==> config.mk <==
export PLATFORM = sky130hd
export DESIGN_NAME = freq_sweep_ctrl
export DESIGN_NICKNAME = d
export VERILOG_FILES = /design/src/rtl/freq_sweep_pkg.sv /design/src/rtl/freq_sweep_ctrl_tick_prescaler.sv /design/src/rtl/freq_sweep_ctrl.sv
export SDC_FILE = /design/constraint.sdc
export NUM_CORES = 1
export LEC_CHECK = 0
export ABC_AREA = 1
export CAP_MARGIN = 20
export CORE_ASPECT_RATIO = 0.6
export CORE_UTILIZATION = 31
export DETAILED_ROUTE_END_ITERATION = 16
export PLACE_DENSITY_LB_ADDON = 0.08
export SLEW_MARGIN = 20
export SYNTH_ARGS = -nofsm -noshare
export SYNTH_HDL_FRONTEND = slang
export SYNTH_SLANG_ARGS = --single-unit
==> constraint.sdc <==
create_clock -name clk -period 2.12 [get_ports clk]
set_input_delay 0.424 -clock clk [delete_from_list [all_inputs] [get_ports clk]]
set_output_delay 0.424 -clock clk [all_outputs]
set_load 0.05 [all_outputs]
==> src/rtl/freq_sweep_pkg.sv <==
// Shared definitions for the frequency sweep sequencer.
//   SEL_W   : width of the synthesizer frequency-select code
//   mode_t  : sweep pattern codes (up, down, ping-pong, hold)
//   state_t : sequencer state encoding
package freq_sweep_pkg;

   localparam int SEL_W = 4;

   typedef enum logic [1:0] {
      MODE_UP       = 2'd0,
      MODE_DOWN     = 2'd1,
      MODE_PINGPONG = 2'd2,
      MODE_HOLD     = 2'd3
   } mode_t;

   typedef enum logic {
      ST_IDLE  = 1'b0,
      ST_DWELL = 1'b1
   } state_t;

endpackage

==> src/rtl/freq_sweep_ctrl_tick_prescaler.sv <==
// Free-running prescaler that divides clk down to the dwell tick rate.
//   clk   : system clock
//   rst_n : asynchronous active-low reset
//   clr   : synchronous clear, count returns to 0 on the next edge
//   tick  : high while the count sits at TICK_DIV-1 (one cycle per period)
module tick_prescaler #(
   parameter int TICK_DIV = 100000
) (
   input  logic clk,
   input  logic rst_n,
   input  logic clr,
   output logic tick
);

   localparam int CNT_W = $clog2(TICK_DIV);
   localparam logic [CNT_W-1:0] LAST = CNT_W'(TICK_DIV - 1);

   logic [CNT_W-1:0] cnt;

   always_ff @(posedge clk or negedge rst_n) begin
      if (!rst_n) begin
         cnt <= '0;
      end else if (clr || cnt == LAST) begin
         cnt <= '0;
      end else begin
         cnt <= cnt + 1'b1;
      end
   end

   // Not gated by clr: the controller folds its own state into clr, and
   // gating here would close a combinational loop through dwell_end.
   assign tick = (cnt == LAST);

endmodule

==> src/rtl/freq_sweep_ctrl.sv <==
// Frequency-select sweep sequencer for the audio synthesizer.
//   clk, rst_n          : clock and asynchronous active-low reset
//   start, abort        : begin a sweep when idle / terminate immediately
//   mode                : 0 up, 1 down, 2 ping-pong, 3 hold
//   lo_sel, hi_sel      : range endpoints, either order
//   dwell               : prescaler ticks per step (0 behaves as 1)
//   continuous          : repeat until abort
//   freq_sel            : code to the synthesizer, 0 = silent
//   busy, step, done    : sweep active / load pulse / completion pulse
//
// state    | meaning
// ST_IDLE  | silent, waiting for start
// ST_DWELL | holding freq_sel, counting dwell*TICK_DIV cycles
module freq_sweep_ctrl
   import freq_sweep_pkg::*;
#(
   parameter int TICK_DIV = 100000,
   parameter int DWELL_W  = 8
) (
   input  logic               clk,
   input  logic               rst_n,
   input  logic               start,
   input  logic               abort,
   input  logic [1:0]         mode,
   input  logic [SEL_W-1:0]   lo_sel,
   input  logic [SEL_W-1:0]   hi_sel,
   input  logic [DWELL_W-1:0] dwell,
   input  logic               continuous,
   output logic [SEL_W-1:0]   freq_sel,
   output logic               busy,
   output logic               step,
   output logic               done
);

   state_t             state;
   mode_t              mode_q;
   logic [DWELL_W-1:0] dwell_q;
   logic [DWELL_W-1:0] dcnt;
   logic               cont_q;
   logic               dir_up;
   logic [SEL_W-1:0]   lo_q;
   logic [SEL_W-1:0]   hi_q;

   logic               tick;
   logic               dwell_end;
   logic               prescale_clr;
   logic [SEL_W-1:0]   next_sel;
   logic               next_dir;
   logic               finish;

   assign dwell_end    = (state == ST_DWELL) && tick && (dcnt == dwell_q - DWELL_W'(1));
   // Prescaler restarts on every load so each code is held a whole number of periods.
   assign prescale_clr = (state == ST_IDLE) || abort || dwell_end;

   tick_prescaler #(.TICK_DIV(TICK_DIV)) u_prescaler (
      .clk   (clk),
      .rst_n (rst_n),
      .clr   (prescale_clr),
      .tick  (tick)
   );

   always_comb begin
      next_sel = freq_sel;
      next_dir = dir_up;
      finish   = 1'b0;
      case (mode_q)
         MODE_UP: begin
            if (freq_sel < hi_q)  next_sel = freq_sel + 1'b1;
            else if (cont_q)      next_sel = lo_q;
            else                  finish   = 1'b1;
         end
         MODE_DOWN: begin
            if (freq_sel > lo_q)  next_sel = freq_sel - 1'b1;
            else if (cont_q)      next_sel = hi_q;
            else                  finish   = 1'b1;
         end
         MODE_PINGPONG: begin
            if (lo_q == hi_q) begin
               finish = !cont_q;
            end else if (dir_up) begin
               if (freq_sel < hi_q) begin
                  next_sel = freq_sel + 1'b1;
               end else begin
                  next_dir = 1'b0;
                  next_sel = hi_q - 1'b1;
               end
            end else if (freq_sel > lo_q) begin
               next_sel = freq_sel - 1'b1;
            end else if (cont_q) begin
               next_dir = 1'b1;
               next_sel = lo_q + 1'b1;
            end else begin
               finish = 1'b1;
            end
         end
         default: finish = !cont_q;
      endcase
   end

   always_ff @(posedge clk or negedge rst_n) begin
      if (!rst_n) begin
         state    <= ST_IDLE;
         mode_q   <= MODE_UP;
         dwell_q  <= DWELL_W'(1);
         dcnt     <= '0;
         cont_q   <= 1'b0;
         dir_up   <= 1'b0;
         lo_q     <= '0;
         hi_q     <= '0;
         freq_sel <= '0;
         busy     <= 1'b0;
         step     <= 1'b0;
         done     <= 1'b0;
      end else begin
         step <= 1'b0;
         done <= 1'b0;
         case (state)
            ST_IDLE: begin
               freq_sel <= '0;
               busy     <= 1'b0;
               if (start && !abort) begin
                  mode_q   <= mode_t'(mode);
                  dwell_q  <= (dwell == '0) ? DWELL_W'(1) : dwell;
                  cont_q   <= continuous;
                  lo_q     <= (lo_sel <= hi_sel) ? lo_sel : hi_sel;
                  hi_q     <= (lo_sel <= hi_sel) ? hi_sel : lo_sel;
                  freq_sel <= (mode_t'(mode) == MODE_DOWN) ?
                              ((lo_sel <= hi_sel) ? hi_sel : lo_sel) :
                              ((lo_sel <= hi_sel) ? lo_sel : hi_sel);
                  dir_up   <= 1'b1;
                  dcnt     <= '0;
                  busy     <= 1'b1;
                  step     <= 1'b1;
                  state    <= ST_DWELL;
               end
            end
            ST_DWELL: begin
               if (abort) begin
                  state    <= ST_IDLE;
                  freq_sel <= '0;
                  busy     <= 1'b0;
                  dcnt     <= '0;
               end else if (dwell_end) begin
                  dcnt <= '0;
                  if (finish) begin
                     state    <= ST_IDLE;
                     freq_sel <= '0;
                     busy     <= 1'b0;
                     done     <= 1'b1;
                  end else begin
                     freq_sel <= next_sel;
                     dir_up   <= next_dir;
                     step     <= 1'b1;
                  end
               end else if (tick) begin
                  dcnt <= dcnt + 1'b1;
               end
            end
            default: state <= ST_IDLE;
         endcase
      end
   end

endmodule

Word-level counts from Yosys, hierarchy flattened --
Index checks and enable logic that the tools add are counted.
Storage, ports and cells: register bits 53, output and inout bits 7, input port bits 23, logic and storage cells 117
Operators by class: add/sub/neg operators 7, bitwise gates (word level) 1, muxes and demuxes 58, magnitude comparators 3, reductions and logical operators 15, eq/ne operators 20
Operators by type and width (count):
- 2-to-1 mux 4 bit | 16
- 2-to-1 mux 8 bit | 5
- 2-to-1 mux 1 bit | 28
- adder 17 x 1 -> 17 bit, second input constant | 1
- equality test 17 bit, second input constant | 1
- 2-to-1 mux 17 bit | 1
- case mux 8 bit (2 select lines) | 1
- inequality test 6 bit, second input constant | 2
- case mux 4 bit (3 select lines) | 1
- AND reduction 6 bit | 2
- adder 4 x 1 -> 4 bit, second input constant | 2
- adder 8 x 1 -> 8 bit, second input constant | 1
- equality test 8 bit | 1
- zero test 8 bit | 1
- case mux 1 bit (2 select lines) | 4
- case mux 4 bit (2 select lines) | 1
- subtractor 4 x 1 -> 4 bit, second input constant | 2
- subtractor 8 x 1 -> 8 bit, second input constant | 1
- inequality test 7 bit, second input constant | 1
- inequality test 2 x 1 -> 1 bit, second input constant | 3
- inequality test 2 bit, second input constant | 3
- inequality test 3 x 2 -> 1 bit, second input constant | 2
- inequality test 6 x 2 -> 1 bit, second input constant | 1
- AND reduction 2 bit | 3
- other kinds (14) | 20

Longest topological paths before layout --
depth in word-level cells 10, mapped depth 18

Hierarchy --
From an unflattened synthesis, not the netlist that was laid out.
Unflattened totals: cell total of the unflattened synthesis 557, area, all modules 3971.3 µm²
Modules (own cells, without submodules):
- freq_sweep_ctrl | times used 1, sequential area each 902.1 µm², cells each 428, area each 2952.8 µm²
- tick_prescaler | times used 1, sequential area each 425.4 µm², cells each 129, area each 1018.5 µm²

Worst setup path before layout --
No wires, ideal clock.
path kind register to register, start register freq_sel[0], end register freq_sel[0], path buffers 0, stages on the path, launching flop included 19, slack -0.111 ns, period minus slack after synthesis 2.231 ns, library setup time 0.119 ns, data arrival time 2.112 ns, required time 2.001 ns, cell sequence dfrtp_1 inv_2 ha_1 inv_1 nand2_1 nand2_1 nand2_1 nand2_2 nand2_2 nand2_1 nand2_1 nand2_1 nand3_2 inv_2 nand2_4 nand2_4 nand2_4 nand2_1 nand2_1
On the way: longest elaborated chain between the ends 9, elaborated cells on any way between the ends 26
Ends and longest elaborated chain:
- from (decl) | line freq_sweep_ctrl.sv:29 | output logic [SEL_W-1:0] freq_sel,
- from (signal assigned) | line freq_sweep_ctrl.sv:127 | freq_sel <= (mode_t'(mode) == MODE_DOWN) ?
- from (signal assigned) | line freq_sweep_ctrl.sv:151 | freq_sel <= next_sel;
- subtractor 4 x 1 -> 4 bit, or another cell as far along | line freq_sweep_ctrl.sv:73, freq_sweep_ctrl.sv:88
- 2-to-1 mux 4 bit, or another cell as far along | line freq_sweep_ctrl.sv:87 | end else if (freq_sel > lo_q) begin
- 2-to-1 mux 4 bit or 2-to-1 mux 1 bit (tied branches) | line freq_sweep_ctrl.sv:80 | end else if (dir_up) begin
- 2-to-1 mux 4 bit or 2-to-1 mux 1 bit (tied branches) | line freq_sweep_ctrl.sv:78 | if (lo_q == hi_q) begin
- case mux 4 bit (3 select lines) or case mux 1 bit (3 select lines) (tied branches) | line freq_sweep_ctrl.sv:66 | case (mode_q)
- 2-to-1 mux 4 bit | line freq_sweep_ctrl.sv:145 | if (finish) begin
- 2-to-1 mux 4 bit | line freq_sweep_ctrl.sv:143 | end else if (dwell_end) begin
- 2-to-1 mux 4 bit | line freq_sweep_ctrl.sv:138 | if (abort) begin
- case mux 4 bit (2 select lines) | line freq_sweep_ctrl.sv:117 | case (state)
Several ways; a longest one is shown, not always the timed one. The select of a mux whose other input is x is not followed. A chain may end at the register's enable or synchronous reset.

Final worst setup path --
start input port hi_sel[3], end register freq_sel[3]
On the way: longest elaborated chain between the ends 5, elaborated cells on any way between the ends 6
Ends and longest elaborated chain:
- from (decl) | line freq_sweep_ctrl.sv:26 | input logic [SEL_W-1:0] hi_sel,
- less-or-equal comparator 4 bit | line freq_sweep_ctrl.sv:128, freq_sweep_ctrl.sv:129
- 2-to-1 mux 4 bit (on tied branches) | line freq_sweep_ctrl.sv:129, freq_sweep_ctrl.sv:128
- 2-to-1 mux 4 bit * | line freq_sweep_ctrl.sv:127
- 2-to-1 mux 4 bit * | line freq_sweep_ctrl.sv:121 | if (start && !abort) begin
- case mux 4 bit (2 select lines) * | line freq_sweep_ctrl.sv:117
Mark *: on every way between the ends. The rest lies on a longest branch, timed or not.

==> metrics.yaml <==
hold_class: "in -> async"
hold_viol: 0
h-tree-depth: 2
rsz0062_at_grt: "true"
seqPwrFrac_pct: 23.7
timing.setup.tns_ns: 0
synth_compound_area_share_pct: 9.25
timing.fmax_mhz: 480
layout_commonest_cell: "nand2_1"
ios: 30
cpLargestDelayFamily: "buffers and inverters"
synth_nets: 596
met2_usage_pct: 23.2
final_nets: 668
worst_slew_pin_slew_ns: 0.627
drt_iter0_markers: 275
io_buffers: 29
p_sw_share_pct: 49.4
vias_per_cell: 4.75
ys.flop_type: "dfrtp_1"
worstSetupPathType: "in -> reg"
grt_pass1_vias: 3423
peakVddDrop_mv: 0.486
place_inst: 780
regArea_um2: 1330
synth_top_family_by_area: "simple AND/OR/NAND/NOR gates"
clock_sinks: 53
avgSynthCellArea_um2: 7.04
slowest_delay_ns: 0.45
synthArstFlopShare_pct: 100
grt_max_degree: 32
stdcell_area_um2: 4980
grt_busiest_layer: "met1"
synth_cell_types: 38
setup-violations-final: 0
slew_violations: 0
cpMostUsedCell: "nand2_1"
grt_pass1_wl_um: 18200
hold_ws_ns: 0.139
synth_area_um2: 3880
drive_gt1_share_pct: 20.4
fin_ws_ns: 0.0375
cap_viol_max_count: 0
critical_path_required_ns: 2.30
muxShareOfSynthArea_pct: 0
power.density_nw_per_um2: 1300
cp.buffers_inverters: 3
cp_cell_sequence: "clkdlybuf4s50_1 > inv_1 > ha_1 > nand2_1 > o21ai_2 > o21ai_2 > clkbuf_4 > a21oi_2 > nand2_1 > nand3_1 > nand2_1 > nand2_1 > nand2_1"
core_um2: 12100
dp_slack_ns: -0.251
fin_util_pct: 41.0
instances_no_fill: 789
hpwl_um: 8950
min_period_over_period_pct: 98.2
rows: 31
post_cts_buffers: 0
globalRouteMet1Util_pct: 30.0
area_growth_pct: 28.2
synth-seq-cells: 53
critPathSlowestCell: "clkdlybuf4s50_1"
synth-simple-area-share_pct: 37.5
synth_adder_area_share_pct: 7.09
multiInputGateArea_um2: 2390
met3_usage_pct: 3.76
synth_edf_count: 0
power.total_mw: 6.46
grt.overflow.total: 0
fp.dieW_um: 146
route.detailed.drc: 0
wl_um: 11100
synth-seq-area-share_pct: 34.2
wl_per_cell_um: 14.1
gp_congestion: 0.892
firstDrtPassIters: 5
cp.arrival_ns: 2.27
crit_path_end_kind: "flip-flop"
fin_crit_ns: 2.08
final_cell_mix: "162 x nand2_1, 57 x inv_1, 51 x nand3_1, 48 x dfrtp_1, 44 x buf_4"
syn_inst: 551
grtUsageTotal_pct: 18.1
cts_root_buf: "clkbuf_16"
slew_headroom_pct: 58.2
routed-via-count: 3746
die_area_um2: 13000
antenna_found_initial: 0
outcome: "finished, final reports clean"
antenna-diode-count: 0
ys_warn_count: 0
synthXorXnorAreaFrac_pct: 4.06
final_antenna_net_count: 0
cts_tree: "built"
clk_latency_ns: 0.30
path_max_fanout: 8
combPwrFrac_pct: 63.3
skew_ns: 0.00516
clkSlewWorstSetupHoldPaths_ns: 0.07
cp-start-kind: "primary input"
max-clock-path-buffers: 2
clock_power_share_pct: 12.9
cts_buffers: 5
power.internal_mw: 3.27
nFillCells: 1266
start_util_pct: 32.0
fp.dieH_um: 88.7
p_leak_nw: 2.38
dpl_cell_area_um2: 4670
p_switching_mw: 3.19
-- sequential cells by signal, summed over array words and instances (netlist names), 2 cells and up --
name	cells
dwell_q	8
u_prescaler.cnt	17
hi_q	4
dcnt	8
lo_q	4
freq_sel	4
mode_q	2
-- metal layers --
metal	vias to the layer above	routed length [µm]
met3	4	650
met4	0	47
met5	-	0
li1	1927	-
met2	89	3840
met1	1726	6590
-- final cells by class --
| type | instances | area share [%] |
|---|---|---|
| Inverter | 72 | 5.48 |
| Sequential cell | 53 | 26.8 |
| Timing Repair Buffer | 73 | 12.6 |
| Multi-Input combinational cell | 418 | 48.1 |
| Clock inverter | 2 | 0.302 |
| Clock buffer | 6 | 2.59 |
| Tap cell | 165 | 4.15 |
-- power by group through the flow --
stage | registers [mW] | logic (mW) | clock network (mW)
floorplan | 1.62 | 2.37 | 0
global placement | 1.54 | 3.79 | 0
detailed placement | 1.54 | 3.79 | 0
CTS | 1.52 | 3.81 | 0.864
global route | 1.57 | 4.62 | 0.901
finish | 1.53 | 4.09 | 0.835
-- path summary, 6_finish.rpt --
kind                                    start                 end  slack [ns]  depth (start not counted)
max in group asynchronous               rst_n              cont_q        1.40                          2
max                                 hi_sel[3]         freq_sel[3]        0.04                         13
min in group clk           u_prescaler.cnt[0]  u_prescaler.cnt[0]        0.47                          1
min                                     rst_n             hi_q[2]        0.14                          1
max reg2reg                       freq_sel[2]         freq_sel[3]        0.09                         16
min reg2reg                u_prescaler.cnt[0]  u_prescaler.cnt[0]        0.47                          1
-- cells by family after synthesis --
group | Yosys count
xor gates and xnor gates | 18
AOI/OAI and AO/OA | 67
buffers and inverters | 80
adders and majority gates | 22
and+or+nand+nor | 311
DFF | 53
-- worst reg2reg max path, stage by stage, from the launching register on --
cell,delay (ns)
dfrtp_2,0.45
ha_1,0.31
nand2_1,0.06
inv_2,0.06
nand2_1,0.06
nand2_2,0.08
nand2_2,0.07
nand2_1,0.10
nand2_1,0.09
nand2_2,0.09
nand3_4,0.11
inv_4,0.09
nand2_4,0.07
nand2_8,0.11
nand2_4,0.07
nand2_1,0.06
nand2_1,0.05
-- Yosys cell counts, types with 2 or more instances --
cell type  number  share of area, %
o21ai_1         6              0.77
a211oi_1        2              0.39
nand2_2         6              0.97
clkbuf_1        6              0.58
xor2_1         12               2.7
nand3_2         3              0.77
inv_2          13               1.3
nor2_2         10               1.6
ha_1           22               7.1
nand2_1       164                16
nor3b_1         3              0.58
o21ai_0        27               3.5
nand2_4         8               2.3
nand3_1        54               7.0
nor3_1         14               1.8
a21oi_1        24               3.1
inv_1          58               5.6
nand4_1         7               1.1
a31oi_1         3              0.48
xnor2_1         6               1.4
nor2_1         35               3.4
dfrtp_1        52                34
-- timing repair --
action | in CTS | in global routing
hold buffers | 0 | 0
gates resized for setup | 0 | 37
setup endpoints to repair | 0 | 18
hold endpoints to repair | 0 | 0
(Power assumes the default switching activity.)
